## src/rtl/mc_ctrl.sv

```systemverilog
// Multi-cycle MIPS-subset control unit: IF/ID/EX/MEM/WB sequencer with
// combinational strobe/select decode and an optional memory-wait watchdog.
// Optional feature macro: MC_CTRL_WAIT_TIMEOUT_EN (enables wait timeout).
module mc_ctrl #(
  parameter int unsigned ALUOP_W  = 4,
  parameter int unsigned WAIT_MAX = 15
) (
  input  logic               clk,
  input  logic               rstn,
  input  logic [5:0]         Op,
  input  logic [5:0]         Funct,
  input  logic               Zero,
  input  logic               mem_ready,
  output logic               PCWrite,
  output logic               IRWrite,
  output logic               RegWrite,
  output logic               MemWrite,
  output logic               MemRead,
  output logic [1:0]         EXTOp,
  output logic [ALUOP_W-1:0] ALUOp,
  output logic               ALUSrcA,
  output logic [1:0]         ALUSrcB,
  output logic [1:0]         NPCOp,
  output logic [1:0]         GPRSel,
  output logic [1:0]         WDSel,
  output logic [2:0]         state,
  output logic               illegal,
  output logic               timeout
);

  localparam int unsigned CNT_W     = 8;
  localparam logic [CNT_W-1:0] WAIT_LAST = CNT_W'(WAIT_MAX - 1);

`ifdef MC_CTRL_WAIT_TIMEOUT_EN
  localparam bit TIMEOUT_EN = 1'b1;
`else
  localparam bit TIMEOUT_EN = 1'b0;
`endif

  typedef enum logic [2:0] {
    S_IF  = 3'd0,
    S_ID  = 3'd1,
    S_EX  = 3'd2,
    S_MEM = 3'd3,
    S_WB  = 3'd4
  } state_t;

  typedef enum logic [3:0] {
    K_ILL, K_RALU, K_IALU, K_LW, K_SW, K_BEQ, K_BNE, K_J, K_JAL, K_JR
  } kind_t;

  state_t           st_q, st_d, cur;
  logic [CNT_W-1:0] wait_q, wait_d;
  kind_t            kind;
  logic [3:0]       dec_alu;
  logic [1:0]       dec_ext;
  logic             dec_srca;
  logic             waiting, to_hit;

  assign state = st_q;

  // Instruction decode: classify opcode/funct and pick ALU controls
  always_comb begin
    kind     = K_ILL;
    dec_alu  = 4'd0;
    dec_ext  = 2'b00;
    dec_srca = 1'b0;
    case (Op)
      6'h00: begin
        case (Funct)
          6'h20, 6'h21: begin kind = K_RALU; dec_alu = 4'd1; end
          6'h22, 6'h23: begin kind = K_RALU; dec_alu = 4'd2; end
          6'h24:        begin kind = K_RALU; dec_alu = 4'd3; end
          6'h25:        begin kind = K_RALU; dec_alu = 4'd4; end
          6'h2A:        begin kind = K_RALU; dec_alu = 4'd5; end
          6'h2B:        begin kind = K_RALU; dec_alu = 4'd6; end
          6'h00:        begin kind = K_RALU; dec_alu = 4'd7; dec_srca = 1'b1; end
          6'h02:        begin kind = K_RALU; dec_alu = 4'd8; dec_srca = 1'b1; end
          6'h08:        kind = K_JR;
          default:      kind = K_ILL;
        endcase
      end
      6'h08: begin kind = K_IALU; dec_alu = 4'd1; dec_ext = 2'b01; end
      6'h0D: begin kind = K_IALU; dec_alu = 4'd4; dec_ext = 2'b00; end
      6'h0C: begin kind = K_IALU; dec_alu = 4'd3; dec_ext = 2'b00; end
      6'h0F: begin kind = K_IALU; dec_alu = 4'd9; dec_ext = 2'b10; end
      6'h23: begin kind = K_LW;   dec_alu = 4'd1; dec_ext = 2'b01; end
      6'h2B: begin kind = K_SW;   dec_alu = 4'd1; dec_ext = 2'b01; end
      6'h04: begin kind = K_BEQ;  dec_alu = 4'd2; dec_ext = 2'b01; end
      6'h05: begin kind = K_BNE;  dec_alu = 4'd2; dec_ext = 2'b01; end
      6'h02: kind = K_J;
      6'h03: kind = K_JAL;
      default: kind = K_ILL;
    endcase
  end

  // State and wait-counter registers
  always_ff @(posedge clk or negedge rstn) begin
    if (!rstn) begin
      st_q   <= S_IF;
      wait_q <= '0;
    end else begin
      st_q   <= st_d;
      wait_q <= wait_d;
    end
  end

  // Next-state, strobes and selects; unreachable encodings behave as IF
  always_comb begin
    PCWrite  = 1'b0;
    IRWrite  = 1'b0;
    RegWrite = 1'b0;
    MemWrite = 1'b0;
    MemRead  = 1'b0;
    EXTOp    = 2'b00;
    ALUOp    = '0;
    ALUSrcA  = 1'b0;
    ALUSrcB  = 2'b00;
    NPCOp    = 2'b00;
    GPRSel   = 2'b00;
    WDSel    = 2'b00;
    illegal  = 1'b0;
    timeout  = 1'b0;
    cur      = (st_q inside {S_IF, S_ID, S_EX, S_MEM, S_WB}) ? st_q : S_IF;
    st_d     = cur;
    waiting  = ((cur == S_IF) || (cur == S_MEM)) && !mem_ready;
    to_hit   = TIMEOUT_EN && waiting && (wait_q == WAIT_LAST);

    case (cur)
      S_IF: begin
        MemRead = 1'b1;
        PCWrite = mem_ready;
        IRWrite = mem_ready;
        if (mem_ready) st_d = S_ID;
      end
      S_ID: begin
        st_d = S_IF;
        case (kind)
          K_J:   begin PCWrite = 1'b1; NPCOp = 2'b10; end
          K_JAL: begin
            PCWrite  = 1'b1;
            NPCOp    = 2'b10;
            RegWrite = 1'b1;
            GPRSel   = 2'b10;
            WDSel    = 2'b10;
          end
          K_JR:  begin PCWrite = 1'b1; NPCOp = 2'b11; end
          K_ILL: illegal = 1'b1;
          default: st_d = S_EX;
        endcase
      end
      S_EX: begin
        ALUOp   = ALUOP_W'(dec_alu);
        EXTOp   = dec_ext;
        ALUSrcA = dec_srca;
        ALUSrcB = (kind == K_RALU) ? 2'b00 : 2'b01;
        case (kind)
          K_BEQ, K_BNE: begin
            ALUSrcB = 2'b00;
            NPCOp   = 2'b01;
            PCWrite = (kind == K_BEQ) ? Zero : !Zero;
            st_d    = S_IF;
          end
          K_LW, K_SW: st_d = S_MEM;
          default:    st_d = S_WB;
        endcase
      end
      S_MEM: begin
        if (kind == K_LW) begin
          MemRead = 1'b1;
          if (mem_ready) st_d = S_WB;
        end else if (kind == K_SW) begin
          MemWrite = 1'b1;
          if (mem_ready) st_d = S_IF;
        end else begin
          st_d = S_IF;
        end
      end
      S_WB: begin
        RegWrite = 1'b1;
        st_d     = S_IF;
        if (kind == K_LW) begin
          WDSel  = 2'b01;
          GPRSel = 2'b01;
        end else if (kind == K_IALU) begin
          GPRSel = 2'b01;
        end
      end
      default: st_d = S_IF;
    endcase

    // Watchdog expiry abandons the access and refetches
    if (to_hit) begin
      PCWrite  = 1'b0;
      IRWrite  = 1'b0;
      MemRead  = 1'b0;
      MemWrite = 1'b0;
      timeout  = 1'b1;
      st_d     = S_IF;
    end

    wait_d = (TIMEOUT_EN && waiting && !to_hit && (st_d == cur)) ? wait_q + CNT_W'(1) : '0;

    // Reset silences every strobe and pulse immediately
    if (!rstn) begin
      PCWrite  = 1'b0;
      IRWrite  = 1'b0;
      RegWrite = 1'b0;
      MemWrite = 1'b0;
      MemRead  = 1'b0;
      illegal  = 1'b0;
      timeout  = 1'b0;
    end
  end

endmodule

```

## config.mk

```make
export PLATFORM = sky130hd
export DESIGN_NAME = mc_ctrl
export DESIGN_NICKNAME = d
export VERILOG_FILES = /design/src/rtl/mc_ctrl.sv
export SDC_FILE = /design/constraint.sdc
export NUM_CORES = 1
export LEC_CHECK = 0
export CAP_MARGIN = 20
export CORE_ASPECT_RATIO = 1.25
export CORE_MARGIN = 5
export CORE_UTILIZATION = 35
export CTS_CLUSTER_DIAMETER = 150
export DETAILED_ROUTE_END_ITERATION = 16
export PLACE_DENSITY = 0.73
export SLEW_MARGIN = 10
export SYNTH_ARGS = -nofsm -noshare
export SYNTH_HDL_FRONTEND = slang
export SYNTH_SLANG_ARGS = --single-unit
```

## constraint.sdc

```tcl
create_clock -name clk -period 1.9 [get_ports clk]
set_clock_uncertainty 0.05 [all_clocks]
set_input_delay 0.19 -clock clk [delete_from_list [all_inputs] [get_ports clk]]
set_output_delay 0.19 -clock clk [all_outputs]
set_load 0.02 [all_outputs]
```

=== Word level (Yosys, flattened, before mapping) ===
Index checks and enable logic that the tools add are counted.
Widths: inputs -> output; s select.

* Register bits after elaboration: 3
* Bits in latches: 0
* RAM bits: 0
* ROM bits: 0
* Input bits: 16
* Word-level logic and storage cells: 109
* Memories: 0

* Add/subtract/negate cells: 0
* Multipliers: 0
* Divide/modulo/power cells: 0
* $lt $le $gt $ge: 0
* Eq/ne operators: 37
* Shift-type cells: 0
* Muxes and demuxes: 51
* Bitwise logic cells: 0
* Reduce and logical (&&, ||, !) cells: 20

{| class="wikitable"
|+ Operators by type and width
! operator !! number
|-
| $pmux 4 s8 || 2
|-
| $eq 6x6->1 const B || 10
|-
| $eq 6x4->1 const B || 5
|-
| $mux 1 || 27
|-
| $pmux 4 s6 || 1
|-
| $pmux 2 s2 || 5
|-
| $eq 6x2->1 const B || 3
|-
| $mux 3 || 6
|-
| $eq 4x3->1 const B || 4
|-
| $reduce_or 2->1 || 7
|-
| $eq 3x2->1 const B || 4
|-
| $eq 6x3->1 const B || 2
|-
| $logic_not 6->1 || 2
|-
| $pmux 3 s4 || 1
|-
| $reduce_or 10->1 || 1
|-
| $eq 4x2->1 const B || 2
|-
| $eq 4x4->1 const B || 2
|-
| $pmux 4 s2 || 1
|-
| $reduce_or 4->1 || 2
|-
| $eq 3x1->1 const B || 2
|-
| $eq 3x3->1 const B || 2
|-
| $logic_not 3->1 || 2
|-
| $mux 2 || 3
|-
| $pmux 3 s2 || 1
|-
| 9 further kinds || 11
|}

=== Logic depth before layout (Yosys ltp) ===
Gate-level depths: netlist of the first run.

* Depth after elaboration: 9
* Mapped depth: 7
* Mapped depth without buffers: 5

=== Worst setup path after synthesis of the first run ===
Ideal clock, no wire load.

* Path type: reg-to-output
* Start: reg st_q[1] (netlist: state[1])
* End: out PCWrite
* Arrival: 2079 ps
* Path slack: -419 ps
* Stages on the path, launching flop included: 8
* Buffers on the path: 2
* Cell sequence: dfrtp_1 > buf_4 > or3b_1 > buf_2 > or4_4 > o21ai_1 > o21bai_1 > o2111a_1

* Word-level cells in the longest chain between the ends: 6

{| class="wikitable"
|+ RTL lines
! what !! line !! RTL
|-
| start, declared || 52 || <nowiki>state_t st_q, st_d, cur;</nowiki>
|-
| start signal, assigned || 103 || <nowiki>st_q <= st_d;</nowiki>
|-
| $eq 3x1->1, or another cell as far along || 124 || <nowiki>cur = (st_q inside {S_IF, S_ID, S_EX, S_MEM, S_WB}) ? st_q : S_IF;</nowiki>
|-
| $reduce_bool 5->1 || 124 ||
|-
| $mux 3 (*) || 124 ||
|-
| $eq 3x2->1, or another cell as far along || 129 || <nowiki>case (cur)</nowiki>
|-
| $pmux 1 s3 (*) || 129 ||
|-
| $mux 1 (*) || 205 || <nowiki>if (!rstn) begin</nowiki>
|-
| end, declared || 14 || <nowiki>output logic PCWrite,</nowiki>
|}

Every way passes the cells marked *; elsewhere a longest branch is shown, timed or not.

=== Final worst setup path of the first run ===
* Start: reg st_q[0] (netlist: state[0])
* End: out PCWrite

Same word-level chain as after synthesis.

==> results of run 1 <==
-- power by group through the flow --
stage | Sequential (W) | Clock, W | Combinational (W)
floorplan | 0.0000798 | 0 | 0.000148
global placement | 0.0000714 | 0 | 0.000300
detailed placement | 0.0000717 | 0 | 0.000310
CTS | 0.0000712 | 0.000114 | 0.000391
global route | 0.0000715 | 0.000130 | 0.000470
finish | 0.0000710 | 0.000123 | 0.000448
-- final cells by class --
class / count / area (sq um) / area share (%)
Tap cell: 33 / 41.3 / 1.90
Sequential cell: 3 / 76.3 / 3.51
Timing Repair Buffer: 117 / 996 / 45.8
Multi-Input combinational cell: 125 / 1020 / 46.7
Inverter: 5 / 18.8 / 0.863
Clock buffer: 4 / 26.3 / 1.21
-- through the flow --
stage	area (sq um)	total power, W	TNS [ns]	std cells	worst slack [ns]
3_3_place_gp	1670	0.000372	-14.63	252	-1.01
4_1_cts	2070	0.000576	-0.712	282	-0.435
5_1_grt	2170	0.000672	-1.87	287	-0.501
6_report	2170	0.000642	-1.35	287	-0.452
2_1_floorplan	983	0.000228	-0.501	150	-0.274
3_5_place_dp	1670	0.000382	-15.27	252	-1.08
-- placed cells by master (no fill, tap or decap), types with 3 or more instances in the layout --
cell type	Yosys	routed
a21oi_1	11	9
buf_2	3	7
buf_4	4	69
buf_6	0	25
clkbuf_2	0	4
clkbuf_4	0	3
clkdlybuf4s50_1	0	6
inv_1	5	5
nand2_1	12	11
nor2_1	17	12
nor2_4	0	5
nor3_1	8	3
nor3_2	0	4
o21ai_0	11	6
o21ai_2	0	3
-- path summary, 6_finish.rpt --
kind / cells past startpoint / slack [ns] / end
max in group asynchronous: 2 / 1.32 / state[1]
worst max register to register: 3 / 0.39 / state[1]
worst max-delay path: 6 / -0.45 / PCWrite
worst min-delay path: 2 / 0.38 / state[2]
min in group clk: 5 / 0.47 / state[2]
worst min register to register: 3 / 0.71 / state[2]
-- per-layer routing --
metal	track usage (%)	part of all wire, %	vias to the layer above
met5	0	0	-
met4	21.4	6.5	0
met3	3.63	7.1	36
met2	52.3	50	118
met1	27.5	36	859
li1	-	-	753
-- logic make-up after synthesis --
group	count (synthesis)
XOR/XNOR	2
other	1
buffers and inverters	22
AO/OA/AOI/OAI	43
flip-flops	3
AND/OR/NAND/NOR	77
multiplexers	1
-- what timing repair did --
item | in CTS | in global routing
setup buffers | 26 | 6
hold endpoints to repair | 0 | 0
pin swaps | 25 | 15
setup endpoints to repair | 21 | 20
gates resized for setup | 182 | 42
==> results by group, run 1 <==
Route
  – Final ANT Viol Nets: 0
  – Pre-antenna DRT Iters: 5
  – Via density: between 6 and 7
  – Wirelength, routed: around 6.0 mm
  – # DRC: 0
  – WL/cell: 20.8 microns
  – Initial DRC Count: 128
  – Vias: approximately 1,800

Worst setup path
  – CP bufs+invs: 1
  – Setup CP Type: flop to output port
  – CP Capture Type: output port
  – Crit. Startpoint: state[0]
  – Critical Path RT: about 1.7 ns
  – CP max stage cell: or4_4
  – CP max FO: 2
  – Critical path startpoint category: flop
  – Worst R2R Start: state[1]
  – Worst Path Arrival: about 2.1 ns
  – Crit path cell chain: or3b_4, or4_4, o21ai_2, o21bai_1, o2111a_2, buf_6
  – CP top delay family: simple AND/OR/NAND/NOR gates
  – Max incr delay on CP: 0.45 ns

Timing
  – Final hold violations: 0
  – RSZ-0062 raised after global routing: yes
  – Fin crit period: 2.35 ns
  – Crit share post-route: 124%
  – Final number of setup-violating endpoints: 11
  – Final Worst Setup Slack: -0.452 ns
  – Hold slack: around 0.38 ns
  – Final count of pins violating max slew: 0
  – Max Freq: 425 MHz

Logic synthesis
  – Post-Syn Area: around 900 sq um
  – Post-synthesis compound-gate area fraction: between 20% and 30%
  – Number of flops mapped to enable cells by yosys: 0
  – Post-synth cell types: 50
  – Multiplexer area fraction after synthesis: between 1 and 1.5%
  – Synth warnings: 0
  – Mapped Cells: between 100 and 150
  – Yosys top cell by area: dfrtp_1
  – Yosys reg bits: 3
  – Sequential element share of the synthesized area: just over 8%
  – Main synth FF type: dfrtp_1
  – Synth top cells by count: nor2_1 (17), nand2_1 (12), a21oi_1 (11), o21ai_0 (11), clkbuf_1 (10)
  – Top cell type's share of synthesized area: 8.11%
  – Top post-synthesis cells by area: dfrtp_1 (8.1%), nor2_1 (6.9%), a21oi_1 (5.9%), o21ai_0 (5.9%), nand2_1 (4.9%)
  – Asr flop ratio synth: between 90% and 100%
  – Syn Area/Cell: about 6.2 sq um
  – Largest family of logic cells by synthesized area: simple AND/OR/NAND/NOR gates
  – Simple-gate portion of the synthesized area: roughly 48%
  – Cell with the most instances after synthesis: nor2_1
  – XOR/XNOR Fraction of Synth Area: under 10%
  – Adder-cell share of the synthesized area: 0%

Worst hold path
  – Hold Crit Class: primary input to async pin

Power
  – Int Power: roughly 0.00037 W
  – Cell Pwr Density: between 200 and 300 nW/um^2
  – Sw Share: 42.0%
  – Static leakage: between 0.9 and 1 nW
  – Sequential Power Share: between 10 and 15%
  – Net Switching: roughly 0.00027 W
  – Combinational power share: a little over two thirds
  – Clk network pwr share: 19.2%
  – Worst VDD drop: around 0.00019 V

Final layout
  – Fillers: 111
  – N_diodes: 0
  – Final nets: about 270
  – Max reg flops: 3
  – Util after Layout: between 80% and 90%
  – Synth-to-layout area growth: 135%
  – Ratio of cells with drive above 1 in the final layout: between 60% and 70%

Placement
  – PortBufs: 38
  – Gpl congestion: between 0.9 and 1
  – DP HPWL: between 2 and 3 mm

Floorplanning
  – Core area: roughly 2500 sq um
  – DIE AREA: ~3800 sq um
  – Die X: approximately 56 microns
  – Die H: slightly below 70 microns
  – I/O pin count: 41
  – Initial core utilization: between 30% and 40%
  – Row count: 20

GRT
  – First-pass GRT wire length: 8.32 mm
  – All-Layer GR Usage: about 28%
  – Vias in the first global route: between 1,500 and 2,000
  – Gr ovfl total: 0
  – Largest net degree at the start of global routing: 15
  – Initial antenna violation count: 0

Clock network
  – Hold-fix buffers, CTS: 0
  – Max Buffers Root-to-Sink: 2
  – Worst-Skew Late Latency: around 0.25 ns
  – TritonCTS Sinks: 3
  – TritonCTS buffer count: 3
  – Clock root buffer master: clkbuf_4
  – Clock transition at path regs: roughly 0.040 ns
  – CTS tree: done
  – H-tree depth: 1

Status
  – Failing checks: setup timing
  – Status: finished, violations left

Job
  – # Max-Cap Violations: 0
Power figures use the tool's default switching activity.
==> inputs of run 2 (changes only) <==
--- a/config.mk
+++ b/config.mk
@@ -8,10 +8,10 @@
 export CAP_MARGIN = 20
 export CORE_ASPECT_RATIO = 1.25
 export CORE_MARGIN = 5
-export CORE_UTILIZATION = 35
+export CORE_UTILIZATION = 42
 export CTS_CLUSTER_DIAMETER = 150
 export DETAILED_ROUTE_END_ITERATION = 16
-export PLACE_DENSITY = 0.73
+export PLACE_DENSITY = 0.81
 export SLEW_MARGIN = 10
 export SYNTH_ARGS = -nofsm -noshare
 export SYNTH_HDL_FRONTEND = slang
==> constraint.sdc (replaced) <==
create_clock -name clk -period 2.5 [get_ports clk]
set_clock_uncertainty 0.05 [all_clocks]
set_input_delay 0.25 -clock clk [delete_from_list [all_inputs] [get_ports clk]]
set_output_delay 0.25 -clock clk [all_outputs]
set_load 0.02 [all_outputs]
==> run 2 against run 1 <==
- the run now ends clean
- via count down 22%
- clock-buffer cell count unchanged
- routed wire length down 43%
- worst setup slack better by 0.50 ns
- worst hold slack worse by 0.17 ns
- non-clock buffer count down 40
- register-to-register slack better by 0.66 ns
- critical path depth up 1
- core utilization down 13 points
- critical path type is now primary input to output port
- largest cell class unchanged
- highest routed layer unchanged
==> results by group, run 2 (synthesis results as in run 1) <==
Worst setup path
  – Critical Path RT: approximately 2.2 ns
  – CP max FO: 2
  – Worst Path Arrival: about 2.2 ns
  – Setup CP Type: primary input to output port
  – Critical path startpoint category: primary input
  – CP Capture Type: output port

Timing
  – Final number of setup-violating endpoints: 0
  – RSZ-0062 raised after global routing: yes
  – Max Freq: ~410 MHz
  – Fin crit period: 2.45 ns
  – Final count of pins violating max slew: 0
  – Final hold violations: 0
  – Slew headroom: around two thirds
  – Crit share post-route: a little over nine tenths
  – Slew @ Worst Pin: 0.487 ns

Power
  – Clk network pwr share: between 20% and 30%
  – Sw Share: 40.1%
  – Total power: roughly 0.00037 W
  – Worst VDD drop: roughly 0.00022 V
  – Int Power: ~0.00022 W
  – Static leakage: 0.772 nW
  – Sequential Power Share: approximately 15%
  – Cell Pwr Density: between 200 and 250 nW/um^2
  – Combinational power share: between 60% and 70%
  – Net Switching: roughly 0.00015 W

GRT
  – First-pass GRT wire length: around 5.6 mm
  – All-Layer GR Usage: between 20% and 30%
  – Largest net degree at the start of global routing: 15
  – Gr ovfl total: 0
  – Vias in the first global route: roughly 1,300
  – Initial antenna violation count: 0

Placement
  – PortBufs: 38
  – Gpl congestion: 0.808
  – DP HPWL: 2.76 mm
  – Placed Instances: 240

Final layout
  – Max reg flops: 3
  – Synth-to-layout area growth: 75.3%
  – Ratio of cells with drive above 1 in the final layout: a little over a third
  – Fillers: 173
  – Fin cells: between 200 and 250
  – Commonest non-fill, non-tap cell in the layout: buf_4
  – N_diodes: 0
  – Final nets: roughly 230
  – Register area: 75.1 sq um
  – Most frequent cells in the layout: buf_4 (40), nor2_1 (15), clkdlybuf4s50_1 (14)
  – Multi-input gate area: around 830 sq um

Clock network
  – TritonCTS buffer count: 3
  – CTS tree: done
  – Worst-Skew Late Latency: between 0.2 and 0.25 ns
  – Clock transition at path regs: 0.04 ns
  – Clock root buffer master: clkbuf_4
  – Hold-fix buffers, CTS: 0
  – Max Buffers Root-to-Sink: 2
  – H-tree depth: 1
  – TritonCTS Sinks: 3

Floorplanning
  – I/O pin count: just over 40
  – Die X: between 50 and 60 microns
  – DIE AREA: around 3200 sq um
  – Initial core utilization: approximately 43%
  – Row count: 19
  – Core area: about 2200 sq um
  – Die H: approximately 62 microns

Job
  – # Max-Cap Violations: 0

Status
  – Status: complete, no violations

Route
  – Initial DRC Count: 37
  – Wirelength, routed: 3.43 mm
  – Vias: ~1,400
  – Final ANT Viol Nets: 0
  – # DRC: 0
  – WL/cell: roughly 14 microns
  – Via density: 5.64
  – Pre-antenna DRT Iters: 4

Worst hold path
  – Hold Crit Class: primary input to async pin
run 2: changes by cell type in the layout (fill, tap and decap cells not counted), moves of 3 or more:
cell / before / now
buf_4: 69 / 40
buf_6: 25 / 2
clkdlybuf4s50_1: 6 / 14
dlymetal6s2s_1: 0 / 6
nor2_4: 5 / 0
dlygate4sd2_1: 1 / 5
nor3_1: 3 / 7
o21ai_0: 6 / 10
nor2_1: 12 / 15
nor3_2: 4 / 1
nor3b_1: 1 / 4
run 2: worst paths after layout:
check | to | cells after the start | slack (ns) | startpoint
worst max-delay path | PCWrite | 7 | 0.05 | Op[2]
worst min-delay path | state[0] | 1 | 0.21 | rstn
worst max register to register | state[0] | 4 | 1.05 | state[1]
worst min register to register | state[2] | 3 | 0.67 | state[2]
max in group asynchronous | state[2] | 1 | 1.96 | rstn
min in group clk | state[2] | 3 | 0.64 | mem_ready
run 2: layer usage:
layer	track usage, %	up-vias	share of wire [%]
met5	0	-	0
met4	7.54	0	1.8
met3	1.67	6	5.2
met2	41.0	43	54
met1	22.6	663	39
li1	-	670	-
run 2: critical path: stages:
cell	delay [ns]
clkdlybuf4s50_1	0.47
or3b_4	0.38
or4_4	0.43
o21ai_2	0.16
o21bai_1	0.12
o2111a_1	0.21
buf_6	0.12
run 2: power by group through the flow:
stage	clock, W	sequential [W]	combinational [W]
final	0.0000895	0.0000540	0.000226
after global routing	0.0000950	0.0000546	0.000244
after global placement	0	0.0000541	0.000209
after CTS	0.0000895	0.0000539	0.000217
after floorplan	0	0.0000603	0.000107
after detailed placement	0	0.0000545	0.000215
run 2: timing repair:
action                                  CTS  global route
gates resized for setup                  55            29
endpoints found under the setup margin   17            14
hold endpoints to repair                  0             0
buffers inserted                          0             1
pin swaps                                 1            11
run 2: final cells by class:
| class | count | share of cell area, % |
|---|---|---|
| Multi-Input combinational cell | 125 | 51.3 |
| Timing Repair Buffer | 77 | 38.9 |
| Tap cell | 31 | 2.39 |
| Inverter | 5 | 1.16 |
| Sequential cell | 3 | 4.63 |
| Clock buffer | 4 | 1.62 |
run 2: through the flow:
stage               instance area (sq um)  util (%)  setup TNS [ns]  setup slack, ns  hold slack (ns)
finish                               1620      75.0               0           0.0517            0.210
global route                         1620      75.0        -0.00584         -0.00584            0.225
CTS                                  1580      72.9         -0.0831          -0.0831            0.210
detailed placement                   1550      71.7           -5.57           -0.584            0.462
global placement                     1550      71.7           -5.08           -0.547            0.462
floorplan                             930         -               0            0.121          -0.0956
